`config.mk`:
```
export PLATFORM = sky130hd
export DESIGN_NAME = imem_loader_flat
export DESIGN_NICKNAME = d
export VERILOG_FILES = /design/src/rtl/imem_loader_pkg.sv /design/src/rtl/imem_loader_if.sv /design/src/rtl/imem_byte_packer.sv /design/src/rtl/imem_loader.sv /design/src/flat_wrapper.sv
export SDC_FILE = /design/constraint.sdc
export NUM_CORES = 1
export LEC_CHECK = 0
export BUFFER_PORTS_ARGS = -buffer_cell sky130_fd_sc_hd__buf_2
export CAP_MARGIN = 40
export CORE_MARGIN = 3
export CORE_UTILIZATION = 44
export DETAILED_ROUTE_END_ITERATION = 12
export GPL_TIMING_DRIVEN = 0
export PLACE_DENSITY = 0.73
export REMOVE_ABC_BUFFERS = 1
export SKIP_CTS_REPAIR_TIMING = 1
export SLEW_MARGIN = 40
export SYNTH_ARGS = -nofsm -noshare
export SYNTH_HDL_FRONTEND = slang
export SYNTH_SLANG_ARGS = --single-unit
```
`constraint.sdc`:
```
create_clock -name clk_i -period 8.8 [get_ports clk_i]
set_input_delay 0.44 -clock clk_i [delete_from_list [all_inputs] [get_ports clk_i]]
set_output_delay 0.44 -clock clk_i [all_outputs]
set_load 0.1 [all_outputs]
```
`src/rtl/imem_loader_pkg.sv`:
```
// Shared types and constants for the instruction-memory loader.
package imem_loader_pkg;

  localparam int unsigned WORD_BYTES = 4;
  localparam int unsigned ADDR_W     = 64;

  typedef enum logic [2:0] {
    StIdle,
    StCollect,
    StWrite,
    StDone,
    StError
  } state_e;

endpackage

```
`src/rtl/imem_loader_if.sv`:
```
// Byte-stream input and word-write output of the instruction-memory loader.
interface imem_loader_if
  import imem_loader_pkg::*;
();

  logic [7:0]        byte_data;
  logic              byte_valid;
  logic              byte_last;
  logic              byte_ready;
  logic              wr_en;
  logic [ADDR_W-1:0] wr_addr;
  logic [31:0]       wr_data;

  // master: byte source and memory sink; slave: the loader
  modport master (
    output byte_data, byte_valid, byte_last,
    input  byte_ready, wr_en, wr_addr, wr_data
  );

  modport slave (
    input  byte_data, byte_valid, byte_last,
    output byte_ready, wr_en, wr_addr, wr_data
  );

endinterface

```
`src/rtl/imem_byte_packer.sv`:
```
// Shifts stream bytes into a big-endian word; word_o is the word including the byte
// being pushed this cycle, zero-padded in its low bytes when the word is partial.
module imem_byte_packer (
  input  logic        clk_i,
  input  logic        rst_i,
  input  logic        clear_i,
  input  logic        push_i,
  input  logic [7:0]  byte_i,
  input  logic        last_i,
  output logic [31:0] word_o,
  output logic        word_complete_o
);

  logic [31:0] shreg_q, shreg_d;
  logic [2:0]  idx_q, idx_d;

  always_comb begin
    shreg_d = {shreg_q[23:0], byte_i};
    idx_d   = idx_q + 3'd1;
    // Stale bytes from the previous word sit above the new ones and are dropped here
    case (idx_d)
      3'd1:    word_o = {shreg_d[7:0], 24'h0};
      3'd2:    word_o = {shreg_d[15:0], 16'h0};
      3'd3:    word_o = {shreg_d[23:0], 8'h0};
      default: word_o = shreg_d;
    endcase
    word_complete_o = push_i && ((idx_q == 3'd3) || last_i);
  end

  always_ff @(posedge clk_i or posedge rst_i) begin
    if (rst_i) begin
      shreg_q <= '0;
      idx_q   <= '0;
    end else if (clear_i) begin
      idx_q   <= '0;
    end else if (push_i) begin
      shreg_q <= shreg_d;
      idx_q   <= idx_d;
    end
  end

endmodule

```
`src/rtl/imem_loader.sv`:
```
// Loads a byte-stream program image into instruction memory as big-endian words,
// holding the CPU until the image is complete.
module imem_loader
  import imem_loader_pkg::*;
#(
  parameter int unsigned MEM_BYTES = 256
) (
  input  logic              clk_i,
  input  logic              rst_i,
  input  logic              start_i,
  input  logic [ADDR_W-1:0] base_addr_i,
  imem_loader_if.slave      bus,
  output logic [15:0]       word_count_o,
  output logic              cpu_hold_o,
  output logic              done_o,
  output logic              error_o
);

  // One extra bit so the bounds check cannot wrap near the top of the address space
  localparam logic [ADDR_W:0] MemLimit = (ADDR_W + 1)'(MEM_BYTES);
  localparam logic [ADDR_W:0] LastOfs  = (ADDR_W + 1)'(WORD_BYTES - 1);

  state_e            state_q;
  logic [ADDR_W-1:0] cur_addr_q;
  logic [ADDR_W-1:0] wr_addr_q;
  logic [31:0]       wr_data_q;
  logic [15:0]       word_count_q;
  logic              last_q, byte_ready_q, wr_en_q, cpu_hold_q, done_q, error_q;

  logic              xfer, can_start, pk_clear, fits, word_complete;
  logic [31:0]       word;

  assign xfer      = bus.byte_valid && byte_ready_q;
  assign can_start = start_i && (state_q inside {StIdle, StDone, StError});
  assign pk_clear  = can_start || (state_q == StWrite);
  assign fits      = ({1'b0, cur_addr_q} + LastOfs) < MemLimit;

  imem_byte_packer u_packer (
    .clk_i           (clk_i),
    .rst_i           (rst_i),
    .clear_i         (pk_clear),
    .push_i          (xfer),
    .byte_i          (bus.byte_data),
    .last_i          (bus.byte_last),
    .word_o          (word),
    .word_complete_o (word_complete)
  );

  always_ff @(posedge clk_i or posedge rst_i) begin
    if (rst_i) begin
      state_q      <= StIdle;
      cur_addr_q   <= '0;
      wr_addr_q    <= '0;
      wr_data_q    <= '0;
      word_count_q <= '0;
      last_q       <= 1'b0;
      byte_ready_q <= 1'b0;
      wr_en_q      <= 1'b0;
      cpu_hold_q   <= 1'b0;
      done_q       <= 1'b0;
      error_q      <= 1'b0;
    end else begin
      wr_en_q <= 1'b0;
      case (state_q)
        StIdle, StDone, StError: begin
          if (start_i) begin
            cur_addr_q   <= {base_addr_i[ADDR_W-1:2], 2'b00};
            word_count_q <= '0;
            last_q       <= 1'b0;
            done_q       <= 1'b0;
            error_q      <= 1'b0;
            cpu_hold_q   <= 1'b1;
            byte_ready_q <= 1'b1;
            state_q      <= StCollect;
          end
        end
        StCollect: begin
          if (xfer) begin
            last_q <= bus.byte_last;
            if (word_complete) begin
              byte_ready_q <= 1'b0;
              state_q      <= StWrite;
              if (fits) begin
                wr_en_q   <= 1'b1;
                wr_addr_q <= cur_addr_q;
                wr_data_q <= word;
              end
            end
          end
        end
        StWrite: begin
          // wr_en_q high here means the bounds check passed on entry
          if (wr_en_q) begin
            cur_addr_q   <= cur_addr_q + ADDR_W'(WORD_BYTES);
            word_count_q <= word_count_q + 16'd1;
            if (last_q) begin
              done_q     <= 1'b1;
              cpu_hold_q <= 1'b0;
              state_q    <= StDone;
            end else begin
              byte_ready_q <= 1'b1;
              state_q      <= StCollect;
            end
          end else begin
            error_q <= 1'b1;
            state_q <= StError;
          end
        end
        default: state_q <= StIdle;
      endcase
    end
  end

  assign bus.byte_ready = byte_ready_q;
  assign bus.wr_en      = wr_en_q;
  assign bus.wr_addr    = wr_addr_q;
  assign bus.wr_data    = wr_data_q;
  assign word_count_o   = word_count_q;
  assign cpu_hold_o     = cpu_hold_q;
  assign done_o         = done_q;
  assign error_o        = error_q;

endmodule

```
`src/flat_wrapper.sv`:
```
// flat-port wrapper written by rule: the top's interface ports become plain ports
module imem_loader_flat import imem_loader_pkg::*;
#(
  parameter int unsigned MEM_BYTES = 256
)
  (clk_i, rst_i, start_i, base_addr_i, word_count_o, cpu_hold_o, done_o, error_o, bus_byte_data, bus_byte_valid, bus_byte_last, bus_byte_ready, bus_wr_en, bus_wr_addr, bus_wr_data);
  imem_loader_if bus_i ();
  input  logic clk_i;
  input  logic rst_i;
  input  logic start_i;
  input  logic [ADDR_W-1:0] base_addr_i;
  output logic [15:0] word_count_o;
  output logic cpu_hold_o;
  output logic done_o;
  output logic error_o;
  input wire logic [$bits(bus_i.byte_data)-1:0] bus_byte_data;
  input wire logic [$bits(bus_i.byte_valid)-1:0] bus_byte_valid;
  input wire logic [$bits(bus_i.byte_last)-1:0] bus_byte_last;
  output wire logic [$bits(bus_i.byte_ready)-1:0] bus_byte_ready;
  output wire logic [$bits(bus_i.wr_en)-1:0] bus_wr_en;
  output wire logic [$bits(bus_i.wr_addr)-1:0] bus_wr_addr;
  output wire logic [$bits(bus_i.wr_data)-1:0] bus_wr_data;
  assign bus_i.byte_data = bus_byte_data;
  assign bus_i.byte_valid = bus_byte_valid;
  assign bus_i.byte_last = bus_byte_last;
  assign bus_byte_ready = bus_i.byte_ready;
  assign bus_wr_en = bus_i.wr_en;
  assign bus_wr_addr = bus_i.wr_addr;
  assign bus_wr_data = bus_i.wr_data;
  imem_loader #(.MEM_BYTES(MEM_BYTES)) u_core (.clk_i(clk_i), .rst_i(rst_i), .start_i(start_i), .base_addr_i(base_addr_i), .bus(bus_i), .word_count_o(word_count_o), .cpu_hold_o(cpu_hold_o), .done_o(done_o), .error_o(error_o));
endmodule
```
==> results.json <==
{
  "final_nets": 1324,
  "grt_pass1_vias": 8675,
  "drc": 0,
  "post-dp-hpwl_um": 19600,
  "die_y_um": 159,
  "clk_latency_ns": 0.51,
  "core_area_mm2": 0.0228,
  "regArea_mm2": 0.00520,
  "synth_edf_count": 0,
  "antenna_found_initial": 0,
  "crit_family": "simple AND/OR/NAND/NOR gates",
  "drt-pass1-iter-count": 5,
  "crit_slowest_cell": "nand4bb_2",
  "cts_buffers": 23,
  "clkTransAtPathRegs_ns": 0.06,
  "dieWidth_um": 159,
  "rows": 55,
  "antenna_cells": 0,
  "clock_skew_ns": 0.0125,
  "grt_use_total_pct": 21.5,
  "end_kind": "register",
  "grt_overflow": 0,
  "die-area_mm2": 0.0254,
  "ys.flop_type": "dfrtp_1",
  "syn2layout_area_growth_pct": 20.9,
  "critical_path_class": "register to register",
  "grt_pass1_wl_um": 45900,
  "grt_max_degree": 68,
  "async_flop_share_pct": 100,
  "final_area_mm2": 0.0125,
  "multi_input_area_mm2": 0.00480,
  "place_inst": 1527,
  "routed_wl_um": 28000,
  "critPathMaxStageDelay_ns": 0.81,
  "synthDistinctLibCells": 73,
  "finalCritPeriodShare_pct": 35.0,
  "placed_cell_area_mm2": 0.0118,
  "path_cells": "nand4bb_2 > nand3_4 > nand3b_1 > or3_1 > a211oi_1",
  "finalNonFillerCells": 1569,
  "whs_ns": 0.164,
  "hp-class": "input port to register",
  "setup_slack_ns": 5.72,
  "cts_tree": "done",
  "io_pins": 194,
  "critPathBufInv": 0,
  "status": "complete, no violations",
  "netlist_area_mm2": 0.0104,
  "p_per_area_mw_per_mm2": 302,
  "post-synth-top-area-cell": "dfrtp_1",
  "syn_area_per_cell_um2": 9.64,
  "syn_inst": 1074,
  "start_util_pct": 45.3,
  "drv_slew": 0,
  "min_period_ns": 3.08,
  "place_ws_ns": 5.81,
  "p_leak_nw": 5.78,
  "worstMarginPinSlew_ns": 0.770,
  "seq_area_frac_synth_pct": 50.3,
  "fmax_ghz": 0.324,
  "relSlewSlack_pct": 48.3,
  "cts_sinks": 208,
  "setup_viol": 0,
  "vias": 9072,
  "drt_iter0_drc": 781,
  "drtAntennaViolNets": 0,
  "max_cap_viol_count": 0,
  "yosysTopAreaCellShare_pct": 50.3,
  "place.gp.congestion": 0.920,
  "synth-seq-cells": 208,
  "wire_per_inst_um": 17.9,
  "crit_arrival_ns": 3.50,
  "vias_per_cell": 5.78,
  "drive_gt1_share_pct": 25.1,
  "cp.required_ns": 9.22,
  "final_common_cell": "dfrtp_1",
  "worst-path-max-fanout": 26,
  "ys_warn_count": 0,
  "cts_root_buffer": "clkbuf_16",
  "finalHoldViolCount": 0,
  "rsz0062_at_grt": "no",
  "htreeDepth": 1,
  "peakVddDrop_mv": 0.164,
  "synth.area.top_cells": "dfrtp_1 50%, nand2_1 4.0%, and2_1 3.9%",
  "num-fill-cells": 2064,
  "port_buffers": 189,
  "cts_buffer_depth": 3,
  "cp-start-kind": "register",
  "final_cell_mix": "208 x dfrtp_1, 205 x buf_2, 109 x nand2_1"
}
report_power, final:
group | internal [W] | total (W) | switching [W]
Sequential | 0.00118 | 0.00155 | 0.000371
Combinational | 0.000537 | 0.00127 | 0.000730
Clock | 0.000573 | 0.000956 | 0.000383
Total | 0.00229 | 0.00377 | 0.00148
worst paths after layout:
check                                            start                      to  slack [ns]  depth (start not counted)
worst max register to register       u_core.state_q[0]   u_core.cur_addr_q[58]        5.72                          5
worst min-delay path                    base_addr_i[2]    u_core.cur_addr_q[2]        0.16                          3
min in group asynchronous                        rst_i  u_core.bus.wr_addr[39]        0.47                          3
worst min register to register  u_core.bus.wr_data[14]  u_core.bus.wr_data[14]        0.47                          2
max in group asynchronous                        rst_i  u_core.bus.wr_addr[59]        7.11                          6
worst max-delay path                 u_core.state_q[0]   u_core.cur_addr_q[58]        5.72                          5
per-stage QoR:
stage               power [W]  utilization [%]  setup TNS (ns)
finish                0.00377             54.8               0
global route          0.00403             54.8               0
CTS                   0.00379             54.7               0
global placement      0.00272             49.5         -133.27
floorplan             0.00238                -               0
detailed placement    0.00281             51.4               0
worst register-to-register path, delay by kind of cell, from the launching register on:
family | cells | cell delay, ns
flops | 1 | 0.56
simple gates | 4 | 2.21
compound gates | 1 | 0.23
registers in the layout, summed over array words and instances, names as in the netlist:
name	cells
u_core.bus.byte_ready	1
u_core.bus.wr_addr	62
u_core.bus.wr_data	32
u_core.bus.wr_en	1
u_core.cpu_hold_o	1
u_core.cur_addr_q	62
u_core.done_o	1
u_core.error_o	1
u_core.last_q	1
u_core.state_q	3
u_core.u_packer.idx_q	3
u_core.u_packer.shreg_q	24
u_core.word_count_o	16
metal layers:
layer | wire, µm | vias up | global-route usage [%]
met1 | 12200 | 4323 | 30.4
met2 | 12700 | 393 | 34.2
li1 | - | 4310 | -
met4 | 676 | 0 | 6.01
met5 | 0 | - | 0
met3 | 2370 | 46 | 4.11
layout make-up:
class	instances	share of cell area [%]
Clock inverter	10	0.850
Inverter	15	0.510
Sequential cell	208	41.6
Timing Repair Buffer	224	10.3
Multi-Input combinational cell	768	38.4
Tap cell	313	3.13
Clock buffer	31	5.16
cell families (layout without fill, tap and decap cells):
kind of cell	after synthesis	count (layout)	share of synthesized area [%]
adders and majority gates	7	7	0.846
buffers and inverters	99	280	4.18
xor gates and xnor gates	13	13	1.10
other	1	2	0.0362
and+or+nand+nor	468	468	24.0
AOI/OAI and AO/OA	246	246	16.1
DFF	208	208	50.3
muxes	32	32	3.47
cells in the mapped netlist, drive strengths merged (32+ instances only):
master	instances
dfrtp	208
nand2	109
nor2	80
and2	65
a21oi	59
o21ai	56
nand3	45
clkbuf	43
buf	41
nand4	37
nor4	37
nor3	32
No activity file was read; power rests on OpenSTA's default activity.
